## src/rtl/cache_pkg.sv

```systemverilog
// Shared types and address-field layout for the cache miss/fill controller.
// Byte address split: tag [15:11], index [10:4], word [3:1], byte [0].
package cache_pkg;

    localparam int ADDR_W        = 16;
    localparam int IDX_W         = 7;
    localparam int WORD_W        = 3;
    localparam int TAG_W         = 5;
    localparam int TAG_LSB       = 11;
    localparam int IDX_LSB       = 4;
    localparam int WORD_LSB      = 1;
    localparam int WORDS_PER_BLK = 8;
    localparam int MEM_LAT       = 4;
    localparam int MISS_CNT_W    = 16;

    typedef enum logic [1:0] {
        IDLE,
        ISSUE,
        DRAIN,
        DONE
    } fill_state_t;

endpackage

```

## src/rtl/fill_word_counter.sv

```systemverilog
// Word counter for a block fill: sync clear, enable, last flag at final word.
// Used once for issued reads and once for returned words.
module fill_word_counter
    import cache_pkg::*;
(
    input  logic              clk,
    input  logic              rst,
    input  logic              clr,
    input  logic              en,
    output logic [WORD_W-1:0] cnt,
    output logic              last
);

    logic [WORD_W-1:0] cnt_q;
    logic [WORD_W-1:0] cnt_d;

    always_comb begin
        cnt_d = cnt_q;
        if (clr) begin
            cnt_d = '0;
        end else if (en) begin
            cnt_d = cnt_q + 1'b1;
        end
    end

    always_ff @(posedge clk) begin
        if (rst) begin
            cnt_q <= '0;
        end else begin
            cnt_q <= cnt_d;
        end
    end

    assign cnt  = cnt_q;
    assign last = (cnt_q == WORD_W'(WORDS_PER_BLK - 1));

endmodule

```

## src/rtl/cache_fill_ctrl.sv

```systemverilog
// Direct-mapped cache miss controller: streams an 8-word block from memory.
// Optional miss counter port enabled by defining CACHE_MISS_CNT_EN.
module cache_fill_ctrl
    import cache_pkg::*;
(
    input  logic              clk,
    input  logic              rst,
    input  logic              req_valid,
    input  logic [ADDR_W-1:0] req_addr,
    input  logic              hit,
    output logic              stall,
    output logic [IDX_W-1:0]  blk_idx,
    output logic [WORD_W-1:0] word_idx,
    output logic              data_we,
    output logic              tag_we,
    output logic              mem_en,
    output logic [ADDR_W-1:0] mem_addr,
    input  logic              mem_valid
`ifdef CACHE_MISS_CNT_EN
    ,
    output logic [MISS_CNT_W-1:0] miss_count
`endif
);

    fill_state_t state_q;
    fill_state_t state_d;

    logic [TAG_W-1:0]  tag_q;
    logic [TAG_W-1:0]  tag_d;
    logic [IDX_W-1:0]  idx_q;
    logic [IDX_W-1:0]  idx_d;
    logic [WORD_W-1:0] issue_cnt;
    logic [WORD_W-1:0] recv_cnt;
    logic              issue_last;
    logic              recv_last;
    logic              miss;
    logic              cnt_clr;
    logic              issue_en;
    logic              recv_en;
    logic              unused_byte;

    assign unused_byte = req_addr[0];
    assign miss        = req_valid & ~hit;
    assign cnt_clr     = (state_q == IDLE) & miss;
    assign issue_en    = (state_q == ISSUE);
    // Returns are only accepted while a fill is outstanding.
    assign recv_en     = mem_valid &
                         ((state_q == ISSUE) | (state_q == DRAIN));

    fill_word_counter u_issue_cnt (
        .clk  (clk),
        .rst  (rst),
        .clr  (cnt_clr),
        .en   (issue_en),
        .cnt  (issue_cnt),
        .last (issue_last)
    );

    fill_word_counter u_recv_cnt (
        .clk  (clk),
        .rst  (rst),
        .clr  (cnt_clr),
        .en   (recv_en),
        .cnt  (recv_cnt),
        .last (recv_last)
    );

    always_ff @(posedge clk) begin
        if (rst) begin
            state_q <= IDLE;
            tag_q   <= '0;
            idx_q   <= '0;
        end else begin
            state_q <= state_d;
            tag_q   <= tag_d;
            idx_q   <= idx_d;
        end
    end

    always_comb begin
        state_d = state_q;
        tag_d   = tag_q;
        idx_d   = idx_q;
        unique case (state_q)
            IDLE: begin
                if (miss) begin
                    state_d = ISSUE;
                    tag_d   = req_addr[TAG_LSB +: TAG_W];
                    idx_d   = req_addr[IDX_LSB +: IDX_W];
                end
            end
            ISSUE: begin
                if (issue_last) begin
                    state_d = DRAIN;
                end
            end
            DRAIN: begin
                if (mem_valid && recv_last) begin
                    state_d = DONE;
                end
            end
            DONE: begin
                state_d = IDLE;
            end
            default: begin
                state_d = IDLE;
            end
        endcase
    end

    always_comb begin
        stall    = 1'b1;
        blk_idx  = idx_q;
        word_idx = recv_cnt;
        data_we  = 1'b0;
        tag_we   = 1'b0;
        mem_en   = 1'b0;
        mem_addr = '0;
        unique case (state_q)
            IDLE: begin
                stall    = miss;
                blk_idx  = req_addr[IDX_LSB +: IDX_W];
                word_idx = req_addr[WORD_LSB +: WORD_W];
            end
            ISSUE: begin
                data_we  = mem_valid;
                mem_en   = 1'b1;
                mem_addr = {tag_q, idx_q, issue_cnt, 1'b0};
            end
            DRAIN: begin
                data_we = mem_valid;
            end
            DONE: begin
                tag_we = 1'b1;
            end
            default: begin
                stall = 1'b1;
            end
        endcase
    end

`ifdef CACHE_MISS_CNT_EN
    logic [MISS_CNT_W-1:0] miss_count_q;
    logic [MISS_CNT_W-1:0] miss_count_d;

    // Saturates so a long-running count never rolls back to a small value.
    always_comb begin
        miss_count_d = miss_count_q;
        if (state_q == DONE && miss_count_q != '1) begin
            miss_count_d = miss_count_q + 1'b1;
        end
    end

    always_ff @(posedge clk) begin
        if (rst) begin
            miss_count_q <= '0;
        end else begin
            miss_count_q <= miss_count_d;
        end
    end

    assign miss_count = miss_count_q;
`endif

endmodule

```

## config.mk

```make
export PLATFORM = sky130hd
export DESIGN_NAME = cache_fill_ctrl
export DESIGN_NICKNAME = d
export VERILOG_FILES = /design/src/rtl/cache_pkg.sv /design/src/rtl/fill_word_counter.sv /design/src/rtl/cache_fill_ctrl.sv
export SDC_FILE = /design/constraint.sdc
export NUM_CORES = 1
export LEC_CHECK = 0
export CAP_MARGIN = 20
export CELL_PAD_IN_SITES_DETAIL_PLACEMENT = 1
export CELL_PAD_IN_SITES_GLOBAL_PLACEMENT = 1
export CORE_ASPECT_RATIO = 1.25
export CORE_MARGIN = 3
export CORE_UTILIZATION = 31
export DETAILED_ROUTE_END_ITERATION = 16
export PLACE_DENSITY = 0.81
export SLEW_MARGIN = 30
export SYNTH_ARGS = -nofsm -noshare
export SYNTH_HDL_FRONTEND = slang
export SYNTH_SLANG_ARGS = --single-unit
```

## constraint.sdc

```tcl
create_clock -name clk -period 3.54 [get_ports clk]
set_clock_uncertainty 0.05 [all_clocks]
set_input_delay 0.708 -clock clk [delete_from_list [all_inputs] [get_ports clk]]
set_output_delay 0.708 -clock clk [all_outputs]
set_load 0.02 [all_outputs]
```

==> summary.txt <==
Outcome -> finished clean
Final setup fails -> 0
Post-DR vias/cell -> 4.943
Initial DRT Pass Iterations -> 2
Count of unresolved DRC violations after routing -> 0
Row count -> 23
Final Worst Setup Slack -> 0.5074 ns
Filler instances -> 409
Final antenna-violating net count -> 0
Transition time at the pin with the least slew margin -> 0.6603 ns
Maximum VDD drop -> 366.8 uV
Final hold vios -> 0
Cell count after synthesis -> 129
Kind of launch point of the worst setup path -> flop
Cell Chain, Critical Path -> inv_1 > ha_1 > mux2_2 > clkdlybuf4s50_1
Hold Crit Class -> reg -> reg
Via count of the first global-routing pass -> 1,132
Leak -> 0.6648 nW
Logic depth of the worst register-to-register path -> 5
Number of antenna violations at the first check in global routing -> 0
Unique cell type count in the Yosys netlist -> 26
Sequential-to-total area share from yosys stat -> 35.71%
Layout overhead on the synthesized area -> 48.33%
Global route total overflow -> 0
Syn nets -> 159
Root buffer cell -> clkbuf_8
Critical path endpoint category -> primary output
Max capacitance violation total -> 0
Post-route setup TNS -> 0 ns
Number of cells upsized or downsized after cts -> 0
Post-CTS setup-driven buffer insertion count -> 0
Most common cell after layout, fill and taps aside -> clkdlybuf4s50_1
Placed cell count -> 207
Period utilisation layout -> 85.67%
Critical Path Fanout Max -> 15
CTS clk-pin slew, worst paths -> 0.07 ns
Number of antenna diodes -> 0
Detailed-placement wirelength estimate -> 2.402 mm
Data arrival time of the critical path -> 2.27 ns
Num ports -> 51
Count of synthesis-stage warnings from yosys -> 0
Global-route wire length before repair -> 5.168 mm
Hold bufs inserted after CTS -> 0
Pins Over Slew Limit -> 0
Cell with the biggest individual delay on the critical path -> ha_1
Post-Layout Cell Count -> 211
Area of the core -> 0.003338 sq mm
Routability cong. -> 0.7822
Inserted Clock Buffers -> 3
Netlist Area Pre-Place -> 0.001121 sq mm
Mean area per synthesized cell -> 8.691 sq um
Average wire length per cell after detail routing -> 14.74 microns
Worst-case headroom to the max-slew limit -> 55.98%
All-Layer GR Usage -> 15.12%
Clock insertion delay at the later pin of the skew report -> 0.25 ns
Sink Count -> 20
Area enclosed by the die boundary -> 0.004378 sq mm
Clock tree from TritonCTS -> yes
Detailed-route wire length -> 3.111 mm
IO Port Bufs -> 48
Total via count after detailed routing -> 1,043
Pre-CTS WS -> 0.7503 ns
Synthesized flop and latch total -> 20
Proportion of netlist area held by the largest area contributor -> 35.71%
Width of the chip -> 59.79 microns
Pin count of the biggest net entering global routing -> 21
CTS max path bufs -> 2
Maximum single-stage delay on the critical path -> 0.59 ns
Final-stage net count -> 205
Final critical-path required period -> 3.033 ns
Starting utilization of the core area -> 33.58%
Yosys top cell by area -> dfxtp_1
Power per Cell Area -> 614.0 mW/mm^2
Cell family with the largest share of critical-path delay -> buffers and inverters
Most frequent cells in the layout -> 48 x clkdlybuf4s50_1, 29 x nand2_1, 20 x dfxtp_1
Critical path type -> reg -> out
Total design power -> 0.001021 W
CTS HTree Levels -> 1
DRC marker count from the first detailed-route iteration -> 10
Critical path depth in cells -> 4
Unrepaired setup endpoints after global routing -> no
Cell depth of the worst hold path -> 2
Total buffers and inverters traversed by the critical path -> 2
Synth area leaders -> dfxtp_1 36%, ha_1 10%, mux2_2 10%, nand2_1 9.7%, a21oi_1 6.3%
Die height -> 73.24 microns
Required time at the endpoint of the critical path -> 2.78 ns
Peak clock frequency supported by timing -> 329.8 MHz
Share of layout cells above drive strength 1 -> 12.07%
[Yosys cell counts]
| cell type | n |
|---|---|
| a211oi_1 | 1 |
| clkbuf_1 | 3 |
| inv_1 | 3 |
| nand3_1 | 2 |
| nor2_1 | 4 |
| dfxtp_1 | 20 |
| nand2_1 | 29 |
| and2_1 | 10 |
| xnor2_1 | 1 |
| nor2b_4 | 1 |
| buf_2 | 2 |
| mux2_2 | 10 |
| ha_1 | 9 |
| nand2b_4 | 1 |
| and3b_1 | 1 |
| mux2i_1 | 3 |
| buf_6 | 1 |
| a221o_1 | 1 |
| xor2_1 | 1 |
| and2_2 | 5 |
| buf_4 | 1 |
| a2111oi_0 | 1 |
| a21oi_1 | 14 |
| nand3b_1 | 1 |
| nand2b_1 | 3 |
| conb_1 | 1 |
[sequential cells by signal (all words and copies together) (netlist names)]
name and cells:
idx_q 7, u_issue_cnt.cnt 3, tag_q 5, state_q 2, u_recv_cnt.cnt 3
[final timing paths]
check	start	end	slack [ns]
max	state_q[0]	blk_idx[2]	0.51
min	tag_q[4]	tag_q[4]	0.41
max reg2reg	state_q[0]	u_issue_cnt.cnt[0]	1.32
min reg2reg	tag_q[4]	tag_q[4]	0.41
[per-stage QoR]
step                cell area (sq um)  hold slack, ns  util (%)
floorplan                        1121          0.3756         -
global placement                 1608          0.3869     48.16
detailed placement               1608          0.4028     48.16
CTS                              1663          0.4144     49.81
global route                     1663          0.4431     49.81
finish                           1663          0.4098     49.81
[final cells by class]
type	count	area (sq um)	area share (%)
repair buffers	48	480.5	28.89
multi-input cells	99	669.4	40.26
inverters	3	11.26	0.6772
well taps	37	46.29	2.784
flip-flops and latches	20	400.4	24.08
clock buffers	4	55.05	3.311
[where the power goes]
| part | switching [W] | internal, W |
|---|---|---|
| Clock | 0.0000745 | 0.0000989 |
| Sequential | 0.0000268 | 0.000261 |
| Combinational | 0.000290 | 0.000270 |
| Total | 0.000391 | 0.000630 |
[worst register-to-register path, cell delays in order (launching register included)]
cell and delay [ns]:
dfxtp_1 0.34, inv_1 0.13, ha_1 0.60, nand3b_1 0.51, nand2b_1 0.39, nor2_1 0.09
[cells by family after synthesis]
kind of cell    synth area share [%]
fa+ha+maj                      10.04
flops                          35.71
other cells                   0.3345
buf+inv                        4.576
mux                            12.72
compound gates                 8.594
xor+xnor                       1.563
simple gates                   26.45
[per-layer routing]
| metal | global-route usage [%] | part of all wire, % | wire length (microns) | vias up |
|---|---|---|---|---|
| met3 | 2.301 | 6.4 | 198 | 0 |
| met2 | 27.88 | 52 | 1631 | 40 |
| met4 | 2.956 | 0 | 0 | 0 |
| met5 | 0 | 0 | 0 | - |
| met1 | 18.06 | 41 | 1281 | 491 |
| li1 | - | - | - | 512 |
No activity file was read; power rests on OpenSTA's default activity.
